<file path="src/rtl/operand_fetch_unit.sv">
// Operand fetch stage: checks decoded instructions against the busy-register scoreboard,
// drives the register file read ports and queues complete operand packets for execution.
module operand_fetch_unit #(
    parameter int NUM_REGS  = 32,
    parameter int BUF_DEPTH = 2
) (
    input  logic                clock_i,
    input  logic                reset_i,
    input  logic                dec_valid_i,
    output logic                dec_ready_o,
    input  logic [7:0]          dec_opcode_i,
    input  logic [4:0]          dec_dest_i,
    input  logic                dec_writes_dest_i,
    input  logic [4:0]          dec_src1_i,
    input  logic                dec_src1_is_reg_i,
    input  logic [15:0]         dec_src2_i,
    input  logic                dec_src2_is_reg_i,
    output logic                rf_read_primary_o,
    output logic                rf_read_secondary_o,
    output logic [4:0]          rf_addr1_o,
    output logic [15:0]         rf_addr2_o,
    input  logic [15:0]         rf_data1_i,
    input  logic [15:0]         rf_data2_i,
    input  logic [1:0]          rf_status_i,
    input  logic                wb_enable_i,
    input  logic [4:0]          wb_addr_i,
    output logic                ex_valid_o,
    input  logic                ex_ready_i,
    output logic [7:0]          ex_opcode_o,
    output logic [4:0]          ex_dest_o,
    output logic                ex_writes_dest_o,
    output logic [15:0]         ex_op1_o,
    output logic [15:0]         ex_op2_o,
    output logic [1:0]          ex_status_o,
    output logic [NUM_REGS-1:0] busy_o
);

    localparam int PTR_W = $clog2(BUF_DEPTH);
    localparam int CNT_W = $clog2(BUF_DEPTH + 1);
    localparam logic [CNT_W-1:0] FULL_CNT  = CNT_W'(BUF_DEPTH);
    localparam logic [CNT_W:0]   DEPTH_OCC = (CNT_W + 1)'(BUF_DEPTH);

    typedef struct packed {
        logic [7:0]  opcode;
        logic [4:0]  dest;
        logic        writes_dest;
        logic [15:0] op1;
        logic [15:0] op2;
        logic [1:0]  status;
    } packet_t;

    logic [NUM_REGS-1:0] busy;
    logic [NUM_REGS-1:0] set_vec;
    logic [NUM_REGS-1:0] clr_vec;
    logic                pending;
    logic [7:0]          side_opcode;
    logic [4:0]          side_dest;
    logic                side_writes;
    logic                side_src1_reg;
    packet_t             mem [BUF_DEPTH];
    logic [PTR_W-1:0]    wr_ptr;
    logic [PTR_W-1:0]    rd_ptr;
    logic [CNT_W-1:0]    count;
    logic [CNT_W:0]      occupancy;
    logic                hazard;
    logic                fifo_valid;
    logic                pop;
    logic                push;
    logic                ready;
    logic                accept;
    packet_t             head;
    packet_t             push_pkt;

    // Registered busy bits only: the RF returns the old value on a same-edge write.
    always_comb begin
        hazard = 1'b0;
        if (dec_src1_is_reg_i && busy[dec_src1_i])      hazard = 1'b1;
        if (dec_src2_is_reg_i && busy[dec_src2_i[4:0]]) hazard = 1'b1;
        if (dec_writes_dest_i && busy[dec_dest_i])      hazard = 1'b1;
    end

    always_comb begin
        set_vec = '0;
        clr_vec = '0;
        if (accept && dec_writes_dest_i) set_vec[dec_dest_i] = 1'b1;
        if (wb_enable_i)                 clr_vec[wb_addr_i]  = 1'b1;
    end

    assign fifo_valid = (count != '0);
    assign pop        = reset_i && fifo_valid && ex_ready_i;
    assign push       = pending;
    // The in-flight read counts against capacity so its push always has a slot.
    assign occupancy  = {1'b0, count} + {{CNT_W{1'b0}}, pending};
    assign ready      = reset_i && !hazard && ((occupancy < DEPTH_OCC) || pop);
    assign accept     = dec_valid_i && ready;

    assign push_pkt = '{opcode:      side_opcode,
                        dest:        side_dest,
                        writes_dest: side_writes,
                        op1:         rf_data1_i,
                        op2:         rf_data2_i,
                        status:      side_src1_reg ? rf_status_i : 2'b00};
    assign head = mem[rd_ptr];

    assign dec_ready_o         = ready;
    assign rf_read_primary_o   = accept && dec_src1_is_reg_i;
    assign rf_read_secondary_o = accept && dec_src2_is_reg_i;
    assign rf_addr1_o          = reset_i ? dec_src1_i : 5'd0;
    assign rf_addr2_o          = reset_i ? dec_src2_i : 16'd0;
    assign ex_valid_o          = reset_i && fifo_valid;
    assign ex_opcode_o         = reset_i ? head.opcode      : 8'd0;
    assign ex_dest_o           = reset_i ? head.dest        : 5'd0;
    assign ex_writes_dest_o    = reset_i && head.writes_dest;
    assign ex_op1_o            = reset_i ? head.op1         : 16'd0;
    assign ex_op2_o            = reset_i ? head.op2         : 16'd0;
    assign ex_status_o         = reset_i ? head.status      : 2'd0;
    assign busy_o              = busy;

    always_ff @(posedge clock_i or negedge reset_i) begin
        if (!reset_i) begin
            busy          <= '0;
            pending       <= 1'b0;
            side_opcode   <= '0;
            side_dest     <= '0;
            side_writes   <= 1'b0;
            side_src1_reg <= 1'b0;
            wr_ptr        <= '0;
            rd_ptr        <= '0;
            count         <= '0;
            for (int i = 0; i < BUF_DEPTH; i++) mem[i] <= '0;
        end else begin
            // Set after clear so a same-register collision leaves the bit set.
            busy    <= (busy & ~clr_vec) | set_vec;
            pending <= accept;
            if (accept) begin
                side_opcode   <= dec_opcode_i;
                side_dest     <= dec_dest_i;
                side_writes   <= dec_writes_dest_i;
                side_src1_reg <= dec_src1_is_reg_i;
            end
            if (push) begin
                mem[wr_ptr] <= push_pkt;
                wr_ptr      <= wr_ptr + 1'b1;
            end
            if (pop) rd_ptr <= rd_ptr + 1'b1;
            case ({push, pop})
                2'b10:   count <= count + 1'b1;
                2'b01:   count <= count - 1'b1;
                default: count <= count;
            endcase
        end
    end

    overflow_check: assert property (@(posedge clock_i) disable iff (!reset_i)
                                      !(push && (count == FULL_CNT) && !pop));

endmodule

</file>
<file path="config.mk">
export PLATFORM = sky130hd
export DESIGN_NAME = operand_fetch_unit
export DESIGN_NICKNAME = d
export VERILOG_FILES = /design/src/rtl/operand_fetch_unit.sv
export SDC_FILE = /design/constraint.sdc
export NUM_CORES = 1
export LEC_CHECK = 0
export CAP_MARGIN = 20
export CORE_ASPECT_RATIO = 2
export CORE_UTILIZATION = 47
export CTS_BUF_LIST = sky130_fd_sc_hd__clkbuf_2
export DETAILED_ROUTE_END_ITERATION = 12
export PLACE_DENSITY = 0.8
export RECOVER_POWER = 25
export SETUP_SLACK_MARGIN = 0.02
export SLEW_MARGIN = 20
export SYNTH_ARGS = -nofsm -noshare
export SYNTH_HDL_FRONTEND = slang
export SYNTH_SLANG_ARGS = --single-unit
</file>
<file path="constraint.sdc">
create_clock -name clock_i -period 2.7 [get_ports clock_i]
set_input_delay 0.405 -clock clock_i [delete_from_list [all_inputs] [get_ports clock_i]]
set_output_delay 0.405 -clock clock_i [all_outputs]
set_load 0.02 [all_outputs]
</file>
== After elaboration in Yosys (flattened, before gate mapping) ==
Cells that the tools add are included.

* Register bits after elaboration: 148
* Input bits: 81
* Output and inout port bits: 105
* Logic and storage cells: 92

* $add $sub $neg: 5
* Magnitude comparators: 10
* Equality and inequality tests: 2
* Multiplexer cells: 30
* Bitwise operators: 5
* Reduce and logical (&&, ||, !) cells: 19

{| class="wikitable"
|+ Operator list
! cell !! number
|-
| $mux 48 || 4
|-
| $bwmux 96 || 1
|-
| $mux 32 || 2
|-
| $demux 48 s1 || 1
|-
| $mux 16 || 3
|-
| $and 32x32->32 || 1
|-
| $not 32->32 || 1
|-
| $or 32x32->32 || 1
|-
| $lt 5x6->1 const B || 4
|-
| $bmux 1 s5 || 3
|-
| $logic_and 1x1->1 || 15
|-
| $demux 1 s5 || 2
|-
| $ge 5x1->1 const B || 2
|-
| $mux 5 || 2
|-
| $mux 1 || 8
|-
| $mux 8 || 1
|-
| $ge 2x2->1 const B || 2
|-
| $mux 2 || 2
|-
| $not 1->2 || 2
|-
| $pmux 2 s2 || 1
|-
| $reduce_bool 2->1 || 2
|-
| $add 2x1->3 || 1
|-
| $lt 3x2->1 const B || 1
|-
| $add 1x1->1 const B || 2
|-
| other kinds (7) || 7
|}

== Depth between registers and ports, before layout ==
Gate-level depths: netlist of run 1.

* Depth after elaboration: 13
* Mapped depth: 9
* Gate-level depth less buffers: 6

== Worst setup path after synthesis of run 1 ==
No wires, ideal clock.

* Path kind: in2out
* Start: input dec_src2_i[0]
* End: output rf_read_primary_o
* Arrival: 2.641 ns
* Data required time: 2.295 ns
* Slack: -0.346 ns
* Stages on the path: 8
* Path buffers: 2
* Cells stage by stage: buf_6 > mux4_2 > mux4_2 > and3_1 > nor4_2 > nand4b_1 > buf_2 > nor2_1

* Cells in the longest elaborated chain, start to end: 10

{| class="wikitable"
|+ RTL lines
! item !! line !! source
|-
| start, declared || 16 || <nowiki>input logic [15:0] dec_src2_i,</nowiki>
|-
| $bmux 1 s5 || 78 || <nowiki>if (dec_src2_is_reg_i && busy[dec_src2_i[4:0]]) hazard = 1'b1;</nowiki>
|-
| $mux 1 (implied by the code) || 78 ||
|-
| $logic_and 1x1->1 || 78 ||
|-
| $mux 1 || 78 ||
|-
| $mux 1 || 79 || <nowiki>if (dec_writes_dest_i && busy[dec_dest_i]) hazard = 1'b1;</nowiki>
|-
| $logic_not 1->1 || 94 || <nowiki>assign ready = reset_i && !hazard && ((occupancy < DEPTH_OCC) || pop);</nowiki>
|-
| $logic_and 1x1->1 (2 in a row) || 94 ||
|-
| $logic_and 1x1->1 || 95 || <nowiki>assign accept = dec_valid_i && ready;</nowiki>
|-
| $logic_and 1x1->1 || 106 || <nowiki>assign rf_read_primary_o = accept && dec_src1_is_reg_i;</nowiki>
|-
| end, declared || 18 || <nowiki>output logic rf_read_primary_o,</nowiki>
|}

Every way passes these cells. The select of a mux whose other input is x is not followed.

== Final worst setup path of run 1 ==
* Start: register busy[21] (netlist: busy_o[21])
* End: output rf_read_primary_o

* Cells in the longest elaborated chain, start to end: 11
* Elaborated cells between the ends (all ways): 17
* Those cells by class: mux: 9; reduce/logical: 8

{| class="wikitable"
|+ RTL lines
! item !! line !! source
|-
| start, declared || 52 || <nowiki>logic [NUM_REGS-1:0] busy;</nowiki>
|-
| start signal, assigned || 133 || <nowiki>busy <= (busy & ~clr_vec) | set_vec;</nowiki>
|-
| $bmux 1 s5 || 77 || <nowiki>if (dec_src1_is_reg_i && busy[dec_src1_i]) hazard = 1'b1;</nowiki>
|-
| $mux 1 (implied by the code) || 77 ||
|-
| $logic_and 1x1->1 || 77 ||
|-
| $mux 1 || 77 ||
|-
| $mux 1 || 78 ||
|-
| $mux 1 * || 79 ||
|-
| $logic_not 1->1 * || 94 ||
|-
| $logic_and 1x1->1 * (2 in a row) || 94 ||
|-
| $logic_and 1x1->1 * || 95 ||
|-
| $logic_and 1x1->1 * || 106 ||
|}

Every way passes the cells marked *; elsewhere a longest branch is shown, timed or not. The select of a mux whose other input is x is not followed.

==> results of run 1 <==
## cell usage in the layout, fill, tap and decap left out, types with 2 or more instances in the layout
master           synthesis  final
mux2i_1                 64     64
inv_8                    0      4
buf_16                   0      5
buf_4                    1     71
o31ai_2                  0      4
nand3b_1                10     10
dlygate4sd2_1            0     48
clkdlybuf4s50_1          0    133
o21ai_0                 40     40
nor2_1                  11      8
mux4_2                  18     18
o22ai_1                  4      4
mux2_4                  15     15
or3_1                    2      2
dfrtp_1                148    147
or3b_2                   5      5
and2_1                  23     23
o22a_1                   2      2
nand2_1                150    149
nor2_4                   0      3
clkbuf_2                 0     18
buf_12                   0      9
nor2b_1                 51     51
nand3_1                  4      4
clkinv_2                 0      2
xor2_1                   3      3
clkinv_4                 0      2
buf_6                    1      4
inv_1                    4      3
mux2_2                  46     46
a22oi_1                  4      3
bufinv_16                0      2
inv_6                    0      3
o31ai_4                  0     28
xnor2_1                  2      2
## worst paths after layout
kind	startpoint	endpoint	slack, ns
worst max-delay path	busy_o[21]	rf_read_primary_o	-0.82
worst min-delay path	rf_data1_i[14]	mem[80]	0.24
worst max register to register	busy_o[21]	side_src1_reg	-0.31
worst min register to register	mem[64]	mem[64]	0.50
max in group asynchronous	reset_i	mem[10]	1.15
min in group asynchronous	reset_i	mem[89]	0.50
## layout make-up
class | instances | share of cell area [%]
inverters | 4 | 0.136
clock inverters | 15 | 1.54
well taps | 201 | 2.27
flip-flops and latches | 148 | 33.5
repair buffers | 275 | 24.4
diodes | 1 | 0.0226
multi-input cells | 500 | 37.3
clock buffers | 17 | 0.769
## power breakdown
group          leakage [nW]  internal [mW]  switching, mW  total, mW
registers              1.83           3.08          0.530       3.61
clock network         0.154          0.456          0.869       1.32
logic                  3.08           1.87           1.87       3.74
total                  5.07           5.40           3.27       8.67
## per-layer routing
layer  wire [µm]  part of all wire, %  vias up  track usage, %
met2       13700                   55      324            55.9
met4        1890                  7.6        0            20.3
li1            -                    -     2930               -
met1        8110                   33     3223            30.7
met3        1110                  4.5      109            4.10
met5           0                    0        -               0
## metrics by stage
stage	instance area [µm²]	total power, mW	std cells	setup WS, ns	utilization (%)
finish	11100	8.67	1161	-0.821	70.2
global route	11100	9.23	1161	-0.956	70.2
CTS	10900	8.69	1159	-0.787	69.4
detailed placement	10200	7.42	1116	-1.04	64.8
global placement	10200	7.28	1116	-1.01	64.8
floorplan	7640	5.82	698	-0.00781	-
## cell families after synthesis
group                      count (synthesis)  synth area share [%]
AOI/OAI and AO/OA                         89                  7.47
buffers and inverters                     50                  2.70
DFF                                      148                  48.8
muxes                                    143                  23.6
and+or+nand+nor                          262                  16.7
adders and majority gates                  1                 0.165
xor gates and xnor gates                   5                 0.577
## critical path, stage by stage (launching register included)
cell and delay, ns:
dfrtp_1 0.51, mux4_2 0.48, mux4_2 0.47, and3_4 0.17
nor4_4 0.18, nand4b_1 0.20, buf_4 0.19, nor2_4 0.11
buf_6 0.12
## timing repair
| item | 4_1_cts | 5_1_grt |
|---|---|---|
| hold endpoints to repair | 148 | 0 |
| cloned | 4 | 1 |
| buffers inserted | 7 | 3 |
| pin swaps | 8 | 27 |
| gates resized for setup | 126 | 27 |
| setup endpoints to repair | 88 | 111 |
| hold buffers | 1 | 0 |
==> results.ini, run 1 <==
[cells_and_area]
fillers=1201
largest_register_ffs=96
regMostFlops=mem
drive_gt1_share_pct=26.0
syn2layout_area_growth_pct=45.9
seqCellArea_um2=3710
multiInputGateArea_um2=4130
fin_nets=1028

[clocking]
cts_buffers=17
clk_pin_slew_ns=0.24
cts.path.max_buffers=2
clock_latency_ns=0.69
htreeDepth=4
cts_tree=built
cts_sinks=148
clock-root-buffer=clkbuf_2

[critical_path]
cp-end-kind=primary output
rr_worst_depth=10
critPathKind=reg2out
startpoint_type=flop
cp_max_fo=2
cp.arrival_ns=3.12
required_ns=2.30

[yosys]
yosys.area.top_type=dfrtp_1
synth_cell_type_count=40
syn_area_um2=7590
avgSynthCellArea_um2=10.9
synth_seq_cells=148
synth_edf_count=0
syn_nets=780
ys_warn_count=0
yosysTopAreaCellShare_pct=48.8
synth_flop_cell=dfrtp_1
async_flop_share_pct=100
synth.cells.most_frequent=150 x nand2_1, 148 x dfrtp_1, 64 x mux2i_1
yosysMostFrequentCell=nand2_1
syn_inst=698
synthTopCellsByArea=dfrtp_1 49%, mux2i_1 8.4%, nand2_1 7.4%
seq_area_frac_synth_pct=48.8

[pwr]
ir_drop_mv=0.347
powerDensity_nw_per_um2=784
p_leak_nw=5.07

[status]
status=finished, violations left
violations=negative setup slack

[place]
place_congestion=1.01
portBuffers=185
dp.final_hpwl_mm=16.7

[sta]
max_clock_freq_mhz=284
period_share_pct=130
max-slew-margin-rel_pct=26.1
fin_skew_ns=0.0441
whs_ns=0.243
setup_viol=72
maxSlewViolCount=0
finalHoldViolCount=0
setup_slack_ns=-0.821
fin_setup_tns_ns=-14.03
post-route-min-period_ns=3.52
tightest_slew_ns=1.11
rsz0062_at_grt=true

[route]
drtIter0Drc=335
wire_per_inst_um=21.4
ant_nets=0
dr.pass1.iters=5
via_per_inst=5.67
finalWirelength_mm=24.8
drc_errors=0
vias=6586

[global_routing]
grt_pass1_vias=6875
antenna_found_initial=1
grt_max_degree=88
grt_util_all_layers_pct=30.2
overflow=0
grt_pass1_wl_mm=37.9

[die]
start_util_pct=48.1
ioPinCount=186
die_x_um=91.9
die-area_um2=16700
chipHeight_um=182
num_rows=65
coreArea_um2=15800

[hold_path]
hold-path-cell-count=3
min_path_type=in2reg

[run]
cap_violations=0

Power figures use the tool's default switching activity.
==> run 2, diff against run 1 <==
--- a/config.mk
+++ b/config.mk
@@ -10,6 +10,7 @@
 export CORE_UTILIZATION = 47
 export CTS_BUF_LIST = sky130_fd_sc_hd__clkbuf_2
 export DETAILED_ROUTE_END_ITERATION = 12
+export MAX_ROUTING_LAYER = met4
 export PLACE_DENSITY = 0.8
 export RECOVER_POWER = 25
 export SETUP_SLACK_MARGIN = 0.02
==> run 2 against run 1 <==
The flow finishes with violations (max-capacitance violations, max-slew violations, negative setup slack). Critical path type unchanged. Clock power decreased by 6%. Non-clock buffer count increased by 6. Fmax decreased by 1.1%.
==> results.ini, run 2 (same netlist as run 1, synthesis figures left out) <==
[global_routing]
grt_pass1_wl_mm=35.7  ; -5.9%
antenna_found_initial=1  ; unchanged
busiest_layer=met2
grt_pass1_vias=6624  ; -3.7%
grt_util_all_layers_pct=29.1  ; -1.0 points
overflow=0  ; unchanged
grtUsageMet1_pct=29.9  ; -0.84 points
met2_usage_pct=52.3  ; -3.5 points
grtUsageMet3_pct=4.69  ; +0.59 points
grt_max_degree=55  ; -38%

[die]
num_rows=65  ; unchanged
start_util_pct=48.1  ; unchanged
coreArea_um2=15800  ; unchanged
die_x_um=91.9  ; unchanged
chipHeight_um=182  ; unchanged
ioPinCount=186  ; unchanged
die-area_um2=16700  ; unchanged

[route]
ant_nets=0  ; unchanged
wire_per_inst_um=20.5  ; -4.1%
vias=6574  ; -0.18%
dr.pass1.iters=6  ; +1
finalWirelength_mm=23.9  ; -3.6%
drc_errors=0  ; unchanged
drtIter0Drc=403  ; +20%
via_per_inst=5.63  ; -0.70%

[critical_path]
required_ns=2.30  ; about the same
critPathSlowestCell=dfrtp_1
cp-end-kind=primary output
path_cells=mux4_2, mux4_2, and3_4, nor4_4, nand4b_1, buf_4, buf_6, nor2_4, buf_6
path_delay_family=multiplexers
crit_cells=9  ; +1
slowest_delay_ns=0.49  ; -0.02 ns
cp.arrival_ns=3.16  ; +0.04 ns
critPathKind=reg2out
startpoint_type=flop
cp_max_fo=2  ; unchanged
crit_buf_inv=3  ; +1
rr_worst_depth=9  ; -1

[place]
pre_cts_slack_ns=-1.07  ; -0.0349 ns
place_congestion=1.05  ; +4.4%
placed_area_um2=10200  ; +0.17%
dp.final_hpwl_mm=16.5  ; -1.1%
portBuffers=185  ; unchanged

[status]
status=finished, violations left
violations=max-capacitance violations, max-slew violations, negative setup slack

[cells_and_area]
final_core_util_pct=68.6  ; -1.5 points
layout_common_cells=149 x nand2_1, 146 x dfrtp_1, 133 x clkdlybuf4s50_1
final_area_um2=10800  ; -2.2%
largest_register_ffs=96  ; unchanged
layout.cells.most_common=nand2_1
syn2layout_area_growth_pct=42.7
fin_nets=1034  ; +0.58%
regMostFlops=mem
drive_gt1_share_pct=25.1  ; -0.89 points

[sta]
rsz0062_at_grt=true
tightest_slew_ns=1.54  ; +0.427 ns
post-route-min-period_ns=3.56  ; +0.0389 ns
setup_slack_ns=-0.860  ; -0.0389 ns
max_clock_freq_mhz=281  ; -1.1%
setup_viol=95  ; +32%
max-slew-margin-rel_pct=-2.39  ; -28 points
fin_setup_tns_ns=-36.86  ; -22.83 ns
fin_skew_ns=0.0415  ; -0.00253 ns
period_share_pct=132  ; +1.4 points
finalHoldViolCount=0  ; unchanged
maxSlewViolCount=68  ; +68

[pwr]
p_total_mw=8.55  ; -1.4%
ir_drop_mv=0.407  ; +17%
p_leak_nw=5.05  ; -0.40%
powerDensity_nw_per_um2=790  ; +0.78%

[hold_path]
min_path_type=in2async

[clocking]
clock_latency_ns=0.70  ; about the same
cts_sinks=148  ; unchanged
cts_tree=built
cts_buffers=17  ; unchanged
clk_pin_slew_ns=0.25  ; about the same
htreeDepth=4  ; unchanged
clock-root-buffer=clkbuf_2
cts.path.max_buffers=2  ; unchanged

[run]
cap_violations=2  ; +2

run 2: changes by cell type in the layout (fill, tap and decap cells not counted), moves of 4 or more:
cell and change:
o31ai_1 +10, clkbuf_1 +4, o31ai_4 -27, buf_4 -4
buf_16 -4, buf_6 +5, o31ai_2 +17
run 2: final cells by class:
type                       count  area, µm²
clock inverter                14        141
tap                          201        251
antenna                        1       2.50
sequential                   148       3710
multi-input combinational    500       3850
timing repair buffer         281       2760
fill                        1184       4950
clock buffer                  18       90.1
inverter                       4       15.0
run 2: report_power, final:
part	leakage [nW]	switching, mW	internal [mW]
Sequential	1.83	0.537	3.08
Clock	0.137	0.878	0.363
Combinational	3.08	1.81	1.89
run 2: per-stage QoR:
stage,hold slack (ns),std cells
floorplan,0.109,698
global placement,0.419,1115
detailed placement,0.423,1115
CTS,0.138,1158
global route,0.0646,1167
finish,0.144,1167
run 2: what timing repair did:
item,CTS,global route
buffers inserted,5,5
gates resized for setup,69,34
hold buffers,5,1
pin swaps,1,6
endpoints found under the hold margin,132,79
setup endpoints to repair,96,97
gates cloned,1,6
run 2: worst paths after layout:
kind	from	end	slack [ns]
worst max-delay path	busy_o[22]	rf_read_secondary_o	-0.86
worst min-delay path	reset_i	mem[82]	0.14
worst max register to register	busy_o[22]	side_dest[1]	-0.23
worst min register to register	side_opcode[2]	mem[90]	0.50
max in group asynchronous	reset_i	side_dest[1]	0.47
min in group clock_i	rf_data2_i[5]	mem[55]	0.22
run 2: tightest hold or removal path: stages:
cell             delay (ns)
buf_6                  0.11
clkdlybuf4s25_1        0.45
buf_12                 0.29
run 2: per-layer routing:
metal,vias up,share of wire (%)
li1,2945,-
met2,311,55
met1,3208,34
met5,-,0
met3,110,4.4
met4,0,7.3
